**config.mk**
```make
export PLATFORM = sky130hd
export DESIGN_NAME = asa_riscv_muldiv_unit
export DESIGN_NICKNAME = d
export VERILOG_FILES = /design/src/rtl/asa_riscv_defines.sv /design/src/rtl/asa_riscv_div_iter.sv /design/src/rtl/asa_riscv_muldiv_unit.sv
export SDC_FILE = /design/constraint.sdc
export NUM_CORES = 2
export LEC_CHECK = 0
export CAP_MARGIN = 20
export CORE_UTILIZATION = 30
export CTS_BUF_LIST = sky130_fd_sc_hd__clkbuf_16
export CTS_CLUSTER_DIAMETER = 80
export CTS_CLUSTER_SIZE = 25
export DETAILED_ROUTE_END_ITERATION = 8
export HOLD_SLACK_MARGIN = 0.15
export PLACE_DENSITY_LB_ADDON = 0.12
export SLEW_MARGIN = 10
export SYNTH_ARGS = -nofsm -noshare
export SYNTH_HDL_FRONTEND = slang
export SYNTH_SLANG_ARGS = --single-unit
```
**constraint.sdc**
```tcl
create_clock -name clk -period 23.7 [get_ports clk]
set_input_delay 2.37 -clock clk [delete_from_list [all_inputs] [get_ports clk]]
set_output_delay 2.37 -clock clk [all_outputs]
set_load 0.005 [all_outputs]
```
**src/rtl/asa_riscv_defines.sv**
```systemverilog
// Shared types for the RISC-V M-extension multiply/divide unit: op encoding,
// FSM state encoding and small op-decode helpers.
package asa_riscv_defines;

  typedef enum logic [2:0] {
    MUL    = 3'd0,
    MULH   = 3'd1,
    MULHSU = 3'd2,
    MULHU  = 3'd3,
    DIV    = 3'd4,
    DIVU   = 3'd5,
    REM    = 3'd6,
    REMU   = 3'd7
  } md_op_e;

  typedef enum logic [2:0] {
    ST_IDLE     = 3'd0,
    ST_MUL      = 3'd1,
    ST_DIV_ITER = 3'd2,
    ST_DIV_FIX  = 3'd3,
    ST_DONE     = 3'd4
  } md_state_e;

  // Wide enough to count up to the deepest multiply latency (4).
  localparam int unsigned MUL_CNT_W = 2;

  function automatic logic md_is_div(input md_op_e op);
    return op[2];
  endfunction

  function automatic logic md_is_signed_div(input md_op_e op);
    return (op == DIV) || (op == REM);
  endfunction

  function automatic logic md_is_rem(input md_op_e op);
    return op[2] && op[1];
  endfunction

endpackage

```
**src/rtl/asa_riscv_div_iter.sv**
```systemverilog
// Radix-2 restoring divider on unsigned magnitudes: one quotient bit per
// enabled cycle, XLEN cycles per divide; o_last flags the final iteration.
module asa_riscv_div_iter
  import asa_riscv_defines::*;
#(
  parameter int unsigned XLEN = 32
) (
  input  logic            clk,
  input  logic            rst,
  input  logic            i_start,
  input  logic            i_en,
  input  logic [XLEN-1:0] i_dividend,
  input  logic [XLEN-1:0] i_divisor,
  output logic [XLEN-1:0] o_quot,
  output logic [XLEN-1:0] o_rem,
  output logic            o_last
);

  localparam int unsigned CW = $clog2(XLEN);

  logic [CW-1:0]   r_cnt;
  logic [XLEN-1:0] r_rem;
  logic [XLEN-1:0] r_quo;
  logic [XLEN-1:0] r_div;
  logic [XLEN:0]   w_trial;
  logic [XLEN:0]   w_diff;

  // Shift the next dividend bit into the partial remainder; borrow means restore.
  assign w_trial = {r_rem, r_quo[XLEN-1]};
  assign w_diff  = w_trial - {1'b0, r_div};

  always_ff @(posedge clk) begin
    if (rst) begin
      r_cnt <= '0;
      r_rem <= '0;
      r_quo <= '0;
      r_div <= '0;
    end else if (i_start) begin
      r_cnt <= '0;
      r_rem <= '0;
      r_quo <= i_dividend;
      r_div <= i_divisor;
    end else if (i_en) begin
      r_cnt <= r_cnt + CW'(1);
      r_rem <= w_diff[XLEN] ? w_trial[XLEN-1:0] : w_diff[XLEN-1:0];
      r_quo <= {r_quo[XLEN-2:0], ~w_diff[XLEN]};
    end
  end

  assign o_quot = r_quo;
  assign o_rem  = r_rem;
  assign o_last = (r_cnt == CW'(XLEN - 1));

endmodule

```
**src/rtl/asa_riscv_muldiv_unit.sv**
```systemverilog
// RISC-V M-extension multiply/divide unit with valid/ready handshakes and flush.
// Define ASA_RV_DIV_EN to include the divider; otherwise divide ops return err_o (Zmmul).
module asa_riscv_muldiv_unit
  import asa_riscv_defines::*;
#(
  parameter int unsigned XLEN       = 32,
  parameter int unsigned MUL_STAGES = 2,
  parameter int unsigned TAG_W      = 5
) (
  input  logic             clk,
  input  logic             rst,
  input  logic             valid_i,
  output logic             ready_o,
  input  logic [2:0]       op_i,
  input  logic [XLEN-1:0]  operand_a_i,
  input  logic [XLEN-1:0]  operand_b_i,
  input  logic [TAG_W-1:0] tag_i,
  input  logic             flush_i,
  output logic             valid_o,
  input  logic             ready_i,
  output logic [XLEN-1:0]  result_o,
  output logic [TAG_W-1:0] tag_o,
  output logic             err_o,
  output logic             busy_o
);

  localparam int unsigned PW = 2 * XLEN;

  md_state_e             r_state;
  md_state_e             w_state_nxt;
  md_op_e                r_op;
  logic [XLEN-1:0]       r_a;
  logic [XLEN-1:0]       r_b;
  logic [TAG_W-1:0]      r_tag;
  logic [MUL_CNT_W-1:0]  r_mul_cnt;
  logic                  r_valid;
  logic [XLEN-1:0]       r_result;
  logic [TAG_W-1:0]      r_tag_out;
  logic                  r_err;

  md_op_e                w_op_in;
  logic                  w_accept;
  logic                  w_div_fast;
  logic                  w_div_last;
  logic                  w_load_out;
  logic [XLEN-1:0]       w_result_nxt;
  logic                  w_err_nxt;
  logic signed [XLEN:0]  w_mul_a;
  logic signed [XLEN:0]  w_mul_b;
  logic [PW-1:0]         w_prod;

  assign w_op_in  = md_op_e'(op_i);
  assign ready_o  = (r_state == ST_IDLE) && !flush_i;
  assign w_accept = valid_i && ready_o;
  assign busy_o   = (r_state != ST_IDLE);

  // a is signed for everything but MULHU; b only for MULH (MUL low half is sign-agnostic).
  assign w_mul_a = {(r_op != MULHU) && r_a[XLEN-1], r_a};
  assign w_mul_b = {(r_op == MULH) && r_b[XLEN-1], r_b};
  assign w_prod  = PW'(w_mul_a) * PW'(w_mul_b);

`ifdef ASA_RV_DIV_EN
  logic            w_a_neg;
  logic            w_b_neg;
  logic            w_b_zero;
  logic            w_ovf;
  logic            w_div_start;
  logic [XLEN-1:0] w_abs_a;
  logic [XLEN-1:0] w_abs_b;
  logic [XLEN-1:0] w_quo;
  logic [XLEN-1:0] w_rem;
  logic [XLEN-1:0] w_div_res;
  logic            r_neg_q;
  logic            r_neg_r;
  logic            r_zero;
  logic            r_ovf;

  assign w_a_neg     = md_is_signed_div(w_op_in) && operand_a_i[XLEN-1];
  assign w_b_neg     = md_is_signed_div(w_op_in) && operand_b_i[XLEN-1];
  assign w_abs_a     = w_a_neg ? -operand_a_i : operand_a_i;
  assign w_abs_b     = w_b_neg ? -operand_b_i : operand_b_i;
  assign w_b_zero    = (operand_b_i == '0);
  assign w_ovf       = md_is_signed_div(w_op_in) && (operand_b_i == '1)
                       && (operand_a_i == {1'b1, {(XLEN-1){1'b0}}});
  assign w_div_fast  = w_b_zero || w_ovf;
  assign w_div_start = w_accept && md_is_div(w_op_in) && !w_div_fast;

  asa_riscv_div_iter #(
    .XLEN(XLEN)
  ) u_div_iter (
    .clk        (clk),
    .rst        (rst),
    .i_start    (w_div_start),
    .i_en       (r_state == ST_DIV_ITER),
    .i_dividend (w_abs_a),
    .i_divisor  (w_abs_b),
    .o_quot     (w_quo),
    .o_rem      (w_rem),
    .o_last     (w_div_last)
  );

  // Sign and fast-path flags are decided from the raw operands at accept.
  always_ff @(posedge clk) begin
    if (rst) begin
      r_neg_q <= 1'b0;
      r_neg_r <= 1'b0;
      r_zero  <= 1'b0;
      r_ovf   <= 1'b0;
    end else if (w_accept) begin
      r_neg_q <= w_a_neg ^ w_b_neg;
      r_neg_r <= w_a_neg;
      r_zero  <= w_b_zero;
      r_ovf   <= w_ovf;
    end
  end

  always_comb begin
    w_div_res = '0;
    if (r_zero)                 w_div_res = md_is_rem(r_op) ? r_a : '1;
    else if (r_ovf)             w_div_res = md_is_rem(r_op) ? '0 : r_a;
    else if (md_is_rem(r_op))   w_div_res = r_neg_r ? -w_rem : w_rem;
    else                        w_div_res = r_neg_q ? -w_quo : w_quo;
  end
`else
  assign w_div_fast = 1'b1;
  assign w_div_last = 1'b1;
`endif

  always_ff @(posedge clk) begin
    if (rst) r_state <= ST_IDLE;
    else     r_state <= w_state_nxt;
  end

  always_comb begin
    w_state_nxt = r_state;
    case (r_state)
      ST_IDLE: begin
        if (w_accept) begin
          if (!md_is_div(w_op_in)) w_state_nxt = ST_MUL;
          else if (w_div_fast)     w_state_nxt = ST_DIV_FIX;
          else                     w_state_nxt = ST_DIV_ITER;
        end
      end
      ST_MUL:      if (r_mul_cnt == MUL_CNT_W'(MUL_STAGES - 1)) w_state_nxt = ST_DONE;
      ST_DIV_ITER: if (w_div_last) w_state_nxt = ST_DIV_FIX;
      ST_DIV_FIX:  w_state_nxt = ST_DONE;
      ST_DONE:     if (ready_i) w_state_nxt = ST_IDLE;
      default:     w_state_nxt = ST_IDLE;
    endcase
    if (flush_i) w_state_nxt = ST_IDLE;
  end

  // Result is latched only on the edge that enters DONE, so it holds afterwards.
  always_comb begin
    w_load_out   = (w_state_nxt == ST_DONE) && (r_state != ST_DONE);
    w_result_nxt = '0;
    w_err_nxt    = 1'b0;
    if (r_state == ST_MUL) begin
      w_result_nxt = (r_op == MUL) ? w_prod[XLEN-1:0] : w_prod[PW-1:XLEN];
    end else begin
`ifdef ASA_RV_DIV_EN
      w_result_nxt = w_div_res;
`else
      w_err_nxt    = 1'b1;
`endif
    end
  end

  always_ff @(posedge clk) begin
    if (rst) begin
      r_op      <= MUL;
      r_a       <= '0;
      r_b       <= '0;
      r_tag     <= '0;
      r_mul_cnt <= '0;
      r_valid   <= 1'b0;
      r_result  <= '0;
      r_tag_out <= '0;
      r_err     <= 1'b0;
    end else begin
      if (w_accept) begin
        r_op  <= w_op_in;
        r_a   <= operand_a_i;
        r_b   <= operand_b_i;
        r_tag <= tag_i;
      end
      r_mul_cnt <= (r_state == ST_MUL) ? r_mul_cnt + MUL_CNT_W'(1) : '0;
      r_valid   <= (w_state_nxt == ST_DONE);
      if (w_load_out) begin
        r_result  <= w_result_nxt;
        r_tag_out <= r_tag;
        r_err     <= w_err_nxt;
      end
    end
  end

  assign valid_o  = r_valid;
  assign result_o = r_result;
  assign tag_o    = r_tag_out;
  assign err_o    = r_err;

endmodule

```
==> results.py <==
metrics = {
    "clocking": {
        "cts_buffers": 17,
        "hold_buffers": 0,
        "cts_sinks": 116,
        "h-tree-depth": 4,
        "clk_pin_slew_worst_paths_ps": 80,
        "cts_buffer_depth": 2,
        "cts_resized": 0,
        "cts_tree": "done",
        "clk_latency_ps": 510,
        "cts-root-buf": "clkbuf_16",
        "cts_setup_buffers": 0,
    },
    "cells_and_area": {
        "nNetsFinal": 6047,
        "drive_gt1_frac": 0.03079,
        "area_delta_synth_final_pct": 8.812,
    },
    "timing": {
        "setup_viol": 0,
        "maxSlewViolCount": 0,
        "skew_ps": 27.42,
        "fin_setup_tns_ps": 0,
        "worst_pin_slew_ps": 1083,
        "hold_viol": 0,
        "fin_crit_sh": 0.4005,
        "fin_ws_ps": 14210,
        "slew_headroom": 0.2778,
        "period_needed_ps": 9492,
        "fmax_mhz": 105.4,
        "rsz0062_at_grt": "false",
    },
    "power": {
        "seq_power_share": 0.222,
        "switchingPower_uw": 413.5,
        "power_uw": 924.9,
        "p_clk_frac": 0.326,
        "ir_drop_uv": 40.45,
        "power.share.switching": 0.4470,
        "p_per_area_mw_per_mm2": 20.24,
        "power_frac_comb": 0.451,
        "leakage_uw": 0.02021,
        "p_int_uw": 511.4,
    },
    "logic_synthesis": {
        "synth-edff-count": 0,
        "synth-adder-area-share": 0.5999,
        "synth_flop_cell": "dfxtp_1",
        "synth.avg_cell_area_um2": 8.956,
        "synth_seq_cells": 116,
        "synth.area.top_cells": "fa_1 54%, inv_1 10%, nand2_1 8.4%, ha_1 6.3%, dfxtp_1 5.5%",
        "synth_top_area_share": 0.5364,
        "yosysMostFrequentCell": "inv_1",
        "postSynthNetCount": 6103,
        "synth_top_family_by_area": "adder cells",
        "synthCells": 4688,
        "synth_async_sr_flop_share": 0,
        "yosys_warnings": 0,
        "synthMuxAreaShare": 0.0004768,
        "synth_cell_type_count": 76,
        "synthTopCellsByCount": "1141 x inv_1, 1125 x fa_1, 936 x nand2_1",
        "synth_xor_area_frac": 0.01460,
        "synth_top_area_cell": "fa_1",
        "synth-simple-area-share": 0.1545,
        "yosysSeqAreaShare": 0.05531,
        "synth_area_mm2": 0.04198,
        "synth_compound_area_frac": 0.04858,
    },
    "critical_path": {
        "crit_path_max_incr_delay_ps": 870,
        "r2r-start": "r_op[0]",
        "critPathMostFrequentCell": "fa_1",
        "endpoint_kind": "flop",
        "rrSetupSlack_ps": 14210,
        "critPathRequiredTime_ps": 24040,
        "critPathKind": "reg2reg",
        "cp-startpoint": "r_op[0]",
        "cp_max_fo": 14,
        "r2r_cells": 29,
        "r2r-end": "result_o[31]",
        "start_kind": "flop",
        "setup.worst_path.end": "result_o[31]",
        "crit_slowest_cell": "fa_1",
        "cp.arrival_ps": 9840,
    },
    "floorplan": {
        "ioPinCount": 118,
        "start_util": 0.3039,
        "num_rows": 136,
        "die_h_um": 376.1,
        "die_w_um": 376.1,
        "dieArea_mm2": 0.1414,
        "core_mm2": 0.1382,
    },
    "routing": {
        "wire_per_inst_um": 19.72,
        "drc": 0,
        "vias": 29840,
        "postRouteAntennaNets": 0,
        "drtIter0Drc": 1316,
        "drt-vias-per-instance": 4.583,
        "totalWireLength_mm": 128.4,
        "dr.pass1.iters": 5,
    },
    "grt": {
        "grt_pass1_wl_mm": 205.5,
        "grt_pass1_vias": 33280,
        "grt_start_max_net_pins": 73,
        "grt_util_all_layers": 0.1913,
        "antenna_found_initial": 2,
        "overflow": 0,
    },
    "worst_hold_path": {
        "hp-start": "r_mul_cnt[0]",
        "hold_path.class": "reg2reg",
    },
    "place": {
        "dp_hpwl_mm": 105.0,
        "port_buffers": 117,
        "pre_cts_slack_ps": 14140,
        "gp_congestion": 0.8466,
    },
    "outcome": {
        "outcome": "finished clean",
    },
    "flow_run": {
        "maxCapViolCount": 0,
    },
}
==> worst min path at each step <==
stage / end / slack, ps / cells past startpoint
floorplan: r_mul_cnt[0] / 410 / 1
global placement: r_mul_cnt[0] / 420 / 1
detailed placement: r_mul_cnt[0] / 430 / 1
CTS: r_mul_cnt[0] / 440 / 1
global route: r_mul_cnt[0] / 460 / 1
finish: r_mul_cnt[0] / 440 / 1
==> cell usage in the layout (no fill, tap or decap), types with 8 or more instances in the layout <==
cell                n
nor2_1             65
or2_2              10
nand3_1            19
dfxtp_1           115
or3_1              12
and2_1            306
fa_1             1125
and3_1             20
a22oi_1            16
xnor2_1            47
o21ai_1            12
inv_1            1141
nand2b_1           13
a21oi_1           129
o22ai_1             8
nand4_1             9
nor3_1             13
a31oi_1            10
nor2b_1            11
a21o_1             19
nand2_1           935
o21ai_0            41
buf_4              78
clkbuf_16          17
ha_1              213
clkdlybuf4s50_1   116
xor2_1             23
o21a_1             12
==> critical path, delay by kind of cell, from the launching register on <==
kind / cells / cell delay [ps]
fa+ha+maj: 9 / 4620
buf+inv: 8 / 1310
flops: 1 / 340
compound gates: 6 / 1290
mux: 1 / 230
simple gates: 5 / 1510
==> registers in the layout, indices dropped and copies added, names as in the netlist <==
| name | cells |
|---|---|
| r_tag | 5 |
| valid_o | 1 |
| r_mul_cnt | 2 |
| r_a | 32 |
| err_o | 1 |
| result_o | 32 |
| r_op | 3 |
| r_b | 32 |
| r_state | 3 |
| tag_o | 5 |
==> stage by stage <==
step / instances / utilization / hold slack [ps] / cell area [µm²]
final: 6511 / 0.3306 / 442.1 / 45680
after global routing: 6508 / 0.3306 / 464.0 / 45680
after CTS: 6508 / 0.3306 / 442.5 / 45680
after detailed placement: 6476 / 0.3260 / 425.4 / 45050
after global placement: 6476 / 0.3260 / 422.1 / 45050
after floorplan: 4688 / - / 408.4 / 41980
==> cell type report <==
cell class	instances	area, µm²
Multi-Input combinational cell	3162	34360
Fill cell	14660	92490
Antenna cell	3	7.507
Timing Repair Buffer	194	1747
Clock inverter	15	205.2
Tap cell	1863	2331
Sequential cell	116	2323
Inverter	1141	4283
Clock buffer	17	425.4
==> power groups by stage <==
stage / Sequential [µW] / Clock [µW] / Combinational [µW]
6_report: 206 / 302 / 417
5_1_grt: 206 / 317 / 471
4_1_cts: 206 / 310 / 427
3_5_place_dp: 210 / 0 / 424
3_3_place_gp: 210 / 0 / 425
2_1_floorplan: 210 / 0 / 263
==> cell families (layout without fill, tap and decap cells) <==
group / Yosys count / count (layout)
other: 0 / 3
AND/OR/NAND/NOR: 1435 / 1435
buffers and inverters: 1410 / 1367
multiplexers: 2 / 2
AO/OA/AOI/OAI: 317 / 317
flip-flops: 116 / 116
XOR/XNOR: 70 / 70
adder cells (fa/ha/maj): 1338 / 1338
==> layer usage <==
| layer | routed length [µm] | vias to the layer above | GRT usage |
|---|---|---|---|
| li1 | - | 13370 | - |
| met5 | 0 | - | 0 |
| met3 | 2767 | 63 | 0.01323 |
| met4 | 1149 | 0 | 0.02516 |
| met1 | 59100 | 16040 | 0.2601 |
| met2 | 65410 | 362 | 0.3401 |
Power figures use the tool's default switching activity.
